### config.mk
export PLATFORM = sky130hd
export DESIGN_NAME = shifter_seq
export DESIGN_NICKNAME = d
export VERILOG_FILES = /design/src/rtl/shifter_seq.sv
export SDC_FILE = /design/constraint.sdc
export NUM_CORES = 1
export LEC_CHECK = 0
export CORE_ASPECT_RATIO = 0.8
export CORE_MARGIN = 2
export CORE_UTILIZATION = 58
export CTS_BUF_LIST = sky130_fd_sc_hd__clkbuf_8
export CTS_CLUSTER_SIZE = 30
export DETAILED_ROUTE_END_ITERATION = 16
export GPL_TIMING_DRIVEN = 0
export PLACE_DENSITY = 0.91
export SKIP_LAST_GASP = 1
export SYNTH_ARGS = -nofsm -noshare
export SYNTH_HDL_FRONTEND = slang
export SYNTH_SLANG_ARGS = --single-unit
### constraint.sdc
create_clock -name i_clk_n -period 4.4 [get_ports i_clk_n]
set_clock_uncertainty 0.2 [all_clocks]
set_input_delay 0.66 -clock i_clk_n [delete_from_list [all_inputs] [get_ports i_clk_n]]
set_output_delay 0.66 -clock i_clk_n [all_outputs]
set_load 0.02 [all_outputs]
### src/rtl/shifter_seq.sv
// Multi-cycle SLL/SRL/SRA shifter, up to STEP bits per cycle; SHIFTER_ROTATE_EN adds Zbb ROL/ROR.
// Latency: ceil(N/STEP)+1 edges from the start cycle to o_valid; a zero amount completes on the accept edge.
// Backpressure: o_ready is low while shifting; i_flush cancels a shift and leaves o_result untouched.
module shifter_seq #(
    parameter int XLEN = 32,
    parameter int STEP = 4
) (
    input  logic                    i_clk_n,
    input  logic                    i_rst_n,
    input  logic                    i_start,
    input  logic [XLEN-1:0]         i_in_a,
    input  logic [$clog2(XLEN)-1:0] i_in_b,
    input  logic [2:0]              i_funct3,
    input  logic                    i_op_alt,
    input  logic                    i_op_rot,
    input  logic                    i_flush,
    output logic                    o_ready,
    output logic                    o_busy,
    output logic                    o_valid,
    output logic [XLEN-1:0]         o_result
);
    localparam int CW = $clog2(XLEN);
    localparam logic [CW:0] STEP_W = STEP[CW:0];

    typedef enum logic [1:0] {S_IDLE, S_SHIFT, S_DONE} state_t;

    state_t          state, state_nxt;
    logic [XLEN-1:0] work, work_nxt;
    logic [CW-1:0]   rem, rem_nxt;
    logic [CW:0]     d_amt;
    logic            op_left, op_arith;
    logic            legal, accept, last;

`ifdef SHIFTER_ROTATE_EN
    localparam logic [CW:0] XLEN_W = XLEN[CW:0];
    logic op_rot;
`else
    logic unused_rot;
    assign unused_rot = i_op_rot;
`endif

    assign legal = (i_funct3 == 3'b001) || (i_funct3 == 3'b101);

    // d_amt never exceeds rem, so its low CW bits are exact.
    always_comb begin
        d_amt    = ({1'b0, rem} > STEP_W) ? STEP_W : {1'b0, rem};
        rem_nxt  = rem - d_amt[CW-1:0];
        last     = (rem_nxt == '0);
        work_nxt = op_left ? (work << d_amt) : (work >> d_amt);
        if (!op_left && op_arith) begin
            work_nxt = $signed(work) >>> d_amt;
        end
`ifdef SHIFTER_ROTATE_EN
        if (op_rot) begin
            work_nxt = op_left ? ((work << d_amt) | (work >> (XLEN_W - d_amt)))
                               : ((work >> d_amt) | (work << (XLEN_W - d_amt)));
        end
`endif
    end

    always_comb begin
        state_nxt = state;
        o_ready   = 1'b0;
        o_busy    = 1'b0;
        o_valid   = 1'b0;
        case (state)
            S_IDLE:  o_ready = 1'b1;
            S_SHIFT: o_busy  = 1'b1;
            S_DONE: begin
                o_valid = 1'b1;
                o_ready = 1'b1;
            end
            default: ;
        endcase
        accept = i_start && o_ready && legal && !i_flush;
        case (state)
            S_SHIFT: begin
                if (i_flush) begin
                    state_nxt = S_IDLE;
                end else if (last) begin
                    state_nxt = S_DONE;
                end
            end
            default: begin
                if (accept) begin
                    state_nxt = (i_in_b == '0) ? S_DONE : S_SHIFT;
                end else begin
                    state_nxt = S_IDLE;
                end
            end
        endcase
    end

    always_ff @(posedge i_clk_n or negedge i_rst_n) begin
        if (!i_rst_n) begin
            state <= S_IDLE;
        end else begin
            state <= state_nxt;
        end
    end

    always_ff @(posedge i_clk_n or negedge i_rst_n) begin
        if (!i_rst_n) begin
            work     <= '0;
            rem      <= '0;
            op_left  <= 1'b0;
            op_arith <= 1'b0;
            o_result <= '0;
`ifdef SHIFTER_ROTATE_EN
            op_rot   <= 1'b0;
`endif
        end else if (accept) begin
            work    <= i_in_a;
            rem     <= i_in_b;
            op_left <= (i_funct3 == 3'b001);
`ifdef SHIFTER_ROTATE_EN
            op_rot   <= i_op_rot;
            op_arith <= i_op_alt && !i_op_rot;
`else
            op_arith <= i_op_alt;
`endif
            if (i_in_b == '0) begin
                o_result <= i_in_a;
            end
        end else if (state == S_SHIFT) begin
            if (i_flush) begin
                rem <= '0;
            end else begin
                work <= work_nxt;
                rem  <= rem_nxt;
                if (last) begin
                    o_result <= work_nxt;
                end
            end
        end
    end

endmodule

== Word-level counts from Yosys, hierarchy flattened ==
Cells that the tools add are included.

* Reductions and logical operators: 15
* Equality and inequality tests: 7
* Add/sub/neg operators: 1
* Multiplexer cells: 22
* $lt $le $gt $ge: 1
* Shift operators: 3

{| class="wikitable"
|+ Operator list
! cell !! count
|-
| $mux W32 || 10
|-
| $shl A32 B5 Y32 || 1
|-
| $shr A32 B5 Y32 || 1
|-
| $sshr A32 B5 Y32 || 1
|-
| $mux W5 || 4
|-
| $logic_not A5 Y1 || 2
|-
| $mux W2 || 5
|-
| $gt A5 B3 Y1 const B || 1
|-
| $sub A5 B5 Y5 || 1
|-
| $logic_and A1 B1 Y1 || 4
|-
| $ne A2 B1 Y1 const B || 2
|-
| $reduce_and A4 Y1 || 1
|-
| $reduce_bool A2 Y1 || 2
|-
| $eq A3 B1 Y1 const B || 1
|-
| $eq A3 B3 Y1 const B || 1
|-
| $mux W1 || 3
|-
| $ne A3 B3 Y1 const B || 1
|-
| $eq A2 B1 Y1 const B || 1
|-
| $eq A2 B2 Y1 const B || 1
|-
| $logic_not A1 Y1 || 2
|-
| $logic_not A2 Y1 || 1
|-
| $reduce_and A2 Y1 || 1
|-
| $reduce_or A2 Y1 || 1
|-
| $logic_or A1 B1 Y1 || 1
|}

* Input port bits: 46
* Word-level logic and storage cells: 55
* Output and inout port bits: 35
* Register bits: 73

== Logic depth before layout (Yosys ltp) ==
* Depth in word-level cells: 9
* Mapped depth: 15
* Mapped depth without buffers: 10

== Worst setup path after synthesis ==
No wires, ideal clock.

* Path type: register to register
* Start point: register rem[2]
* End point: register o_result[21]
* Cell stages (with the launch flop): 15
* Clock period less this slack: 3.190 ns
* Arrival: 2.871 ns
* Buffers on the path: 5
* Required time: 4.081 ns
* Slack: 1.210 ns
* Setup time: 0.119 ns
* Cell sequence: dfrtp_1 buf_2 or3_1 clkbuf_1 clkbuf_1 clkbuf_1 nand2_1 ha_1 o32a_1 nor3_1 a21oi_2 inv_2 clkbuf_1 o211ai_1 o21a_1

* Longest elaborated chain between the ends: 9
* Elaborated cells on any way between the ends: 15
* Classes of those cells: add/sub: 1; order compare: 1; shift: 3; mux: 7; reduce/logical: 3

{| class="wikitable"
|+ Ends and longest elaborated chain
! item !! line !! source
|-
| start: declaration || 29 || <nowiki>logic [CW-1:0] rem, rem_nxt;</nowiki>
|-
| start signal: assignment || 114 || <nowiki>rem <= i_in_b;</nowiki>
|-
| start signal: assignment || 130 || <nowiki>rem <= rem_nxt;</nowiki>
|-
| $gt A5 B3 Y1 || 46 || <nowiki>d_amt = ({1'b0, rem} > STEP_W) ? STEP_W : {1'b0, rem};</nowiki>
|-
| $mux W5 || 46 ||
|-
| $shr A32 B5 Y32 / $shl A32 B5 Y32 (equally long branches) || 49 || <nowiki>work_nxt = op_left ? (work << d_amt) : (work >> d_amt);</nowiki>
|-
| $mux W32 || 49 ||
|-
| $mux W32 || 50 || <nowiki>if (!op_left && op_arith) begin</nowiki>
|-
| $mux W32 || 131 || <nowiki>if (last) begin</nowiki>
|-
| $mux W32 || 126 || <nowiki>if (i_flush) begin</nowiki>
|-
| $mux W32 || 125 || <nowiki>end else if (state == S_SHIFT) begin</nowiki>
|-
| $mux W32 || 112 || <nowiki>end else if (accept) begin</nowiki>
|-
| end signal: assignment || 123 || <nowiki>o_result <= i_in_a;</nowiki>
|-
| end signal: assignment || 132 || <nowiki>o_result <= work_nxt;</nowiki>
|-
| end: declaration || 20 || <nowiki>output logic [XLEN-1:0] o_result</nowiki>
|}

Parallel ways exist; a longest one is shown, timed or not. The select of a mux whose other input is x is not followed.
A chain may end at the register's enable or synchronous reset.

== Worst setup path after layout ==
* Start point: register rem[2]
* End point: register o_result[11]

Same word-level chain as after synthesis.

==> metrics <==
Post-Syn Area 5900 um2; post-route ant nets 0; non-filler cells, final 964; syn_nets about 780; synthesized netlist cell count between 700 and 800; MaxCap Viol Count 0; dpl ws -174 ps; # setup viols final 0; Worst Slack Setup Final about 310 ps; Initial Utilization 60.4%; Synth top area share 31.0%; sequential area share after synthesis a little under a third; hpwl dp ~17 mm; Setup crit start kind flop; Clk Latency, worst-skew pair 370 ps; Fin Hold WS around 240 ps; CTS HTree Levels 3; Post-synth EDFFs 0; DRT iter0 DRCs ~1,400; most frequent cells after synthesis nand2_1, dfrtp_1, a21oi_1, nor2_1, o21ai_0; Routed Wire Length approximately 25 mm; Fillers roughly 800; synth unique cells 65; pwr dens 716 nW/um2; final worst-path cycle share between 90 and 100%; worst path arrival time approximately 4200 ps; Yosys warning count 0; Final Hold Violating Endpoints 0; largest net degree at the start of global routing 74; Critical Path RT roughly 4500 ps; initial antenna violation count 1; Synth area leaders dfrtp_1, mux4_2, nand2_1; Die Area 11,000 um2; detailed-router iteration count before antenna repair 7; CTS Buf Count 9; Post-synth ARST share 100%; wire per inst between 20 and 30 um; Synth area leader dfrtp_1; input/output buffers just under 80; Worst Tran Pin Value approximately 1400 ps; number of global-route vias before repair around 6,600; Tmin final ~4100 ps; Syn Area/Cell roughly 8 um2; Max Clock Freq 245 MHz; clock root cell clkbuf_8; clk buf depth 2; CTS sink count 73; Slew headroom ~9.0%; status finished, final reports clean; leak pwr ~2.8 nW; row cnt 32; Die H 94.2 um; total gr overflow 0; clk slew on worst S/H paths ~90 ps; Vias approximately 7,000; fin. max-slew vios 0; first-pass GRT wire length ~38 mm; final setup TNS 0 ps; # Post-CTS Setup Buffers 0; Main synth FF type dfrtp_1; maximum VDD drop 0.372 mV; final core utilization 71.9%; Inst Count DP 951; DIE WIDTH about 120 um; worst hold path class in -> async; RePlAce Congestion between 1 and 1.5; Yosys reg bits 73; most frequent cell after synthesis nand2_1; layout cells sized above 1 a little under an eighth; CORE AREA 9770 um2; diodes inserted 0; critical path type reg -> reg; CTS tree built; drt via density between 7 and 8; Worst setup EP type flop; DRC 0; crit path cell chain buf_2, or3_1, clkbuf_1, clkbuf_2, clkbuf_2, nand2_1, ha_1, a21oi_1, o32a_1, nor3_2, a21oi_4, clkbuf_1, nand2_1, o21ai_0; Slowest-stage cell, CP clkbuf_1; worst stage delay on the critical path 590 ps; Ports slightly above 80; Final #Nets slightly below 900; Area Overhead vs Synth 19.0%; RSZ-0062 raised after global routing false; GRT Overall Usage 46.0%; Max Fanout on Critical Path 10
## cell type report
class,instances,area (um2),share of cell area (%)
multi-input combinational,562,3650,51.9
sequential,73,1830,26.0
timing repair buffer,79,788,11.2
buffer,87,394,5.61
tap,136,170,2.42
clock buffer,9,124,1.76
inverter,13,48.8,0.695
clock inverter,5,26.3,0.374
## path summary, 6_finish.rpt
path / startpoint / endpoint / slack [ps] / depth (start not counted)
hold / removal: i_rst_n / work[5] / 240 / 1
setup / recovery: rem[2] / o_result[11] / 310 / 14
min in group i_clk_n: o_result[2] / o_result[2] / 280 / 2
max in group asynchronous: i_rst_n / work[28] / 3130 / 1
hold reg to reg: o_result[2] / o_result[2] / 280 / 2
setup reg to reg: rem[2] / o_result[11] / 310 / 14
## flip-flops by register name (all words and copies together) (netlist names)
name      cells
op_left       1
o_result     32
op_arith      1
state         2
rem           5
work         32
## where the power goes
part / switching, mW / leakage [nW] / total [mW] / internal [mW]
combinational: 2.06 / 1.83 / 3.40 / 1.34
clock: 0.263 / 0.0819 / 0.457 / 0.193
sequential: 0.230 / 0.917 / 1.18 / 0.946
## metrics by stage
stage	cell area [um2]	power, mW
2_1_floorplan	5900	3.30
3_3_place_gp	6860	4.31
3_5_place_dp	6860	4.38
4_1_cts	7020	4.84
5_1_grt	7020	5.23
6_report	7020	5.03
## metal layers
| layer | vias to the layer above | GRT usage (%) | wire length, um |
|---|---|---|---|
| met5 | - | 1.54 | 16 |
| met4 | 2 | 24.6 | 1490 |
| met3 | 165 | 20.3 | 4390 |
| met2 | 734 | 63.8 | 9990 |
| met1 | 3253 | 59.8 | 8790 |
| li1 | 2854 | - | - |
## worst max-delay path, delay by kind of cell, from the launching register on
kind                     cells  cell delay (ps)
AO/OA/AOI/OAI                4              950
flip-flops                   1              320
adder cells (fa/ha/maj)      1              270
buffers and inverters        5             1750
AND/OR/NAND/NOR              4              480
## timing repair
action                     CTS  global route
gates resized for setup      3             7
setup endpoints to repair   24            23
hold buffers                 0             0
cloned                       0             0
## layout by cell type (no fill, tap or decap), types with 3 or more instances in the layout
cell,instances
mux2i_1,33
a21oi_1,70
mux2_2,18
nand2b_1,4
nor2_1,70
inv_1,12
clkdlybuf4s50_1,78
a221oi_1,5
clkbuf_1,45
and3_1,7
o22ai_1,8
o21ai_0,66
a21boi_0,3
clkbuf_8,9
o221ai_1,7
o211ai_1,8
mux4_2,21
buf_2,19
o31ai_1,5
o21a_1,6
a211oi_1,13
clkbuf_2,5
nor4b_1,4
nand4_1,5
buf_6,3
nand2_1,112
a221o_1,5
dfrtp_1,73
a21o_1,5
a31oi_1,13
a211o_1,3
buf_4,5
nor3_1,11
buf_1,11
clkinv_2,3
nor2b_1,6
nand3_1,13
## cells by family (layout without fill, tap and decap cells)
group	Yosys count	after routing	share of synthesized area [%]
other cells	1	1	0.0636
mux	72	72	17.0
simple gates	248	248	18.9
compound gates	240	240	25.4
fa+ha+maj	1	1	0.212
buf+inv	101	193	7.46
flops	73	73	31.0
Power figures use the tool's default switching activity.
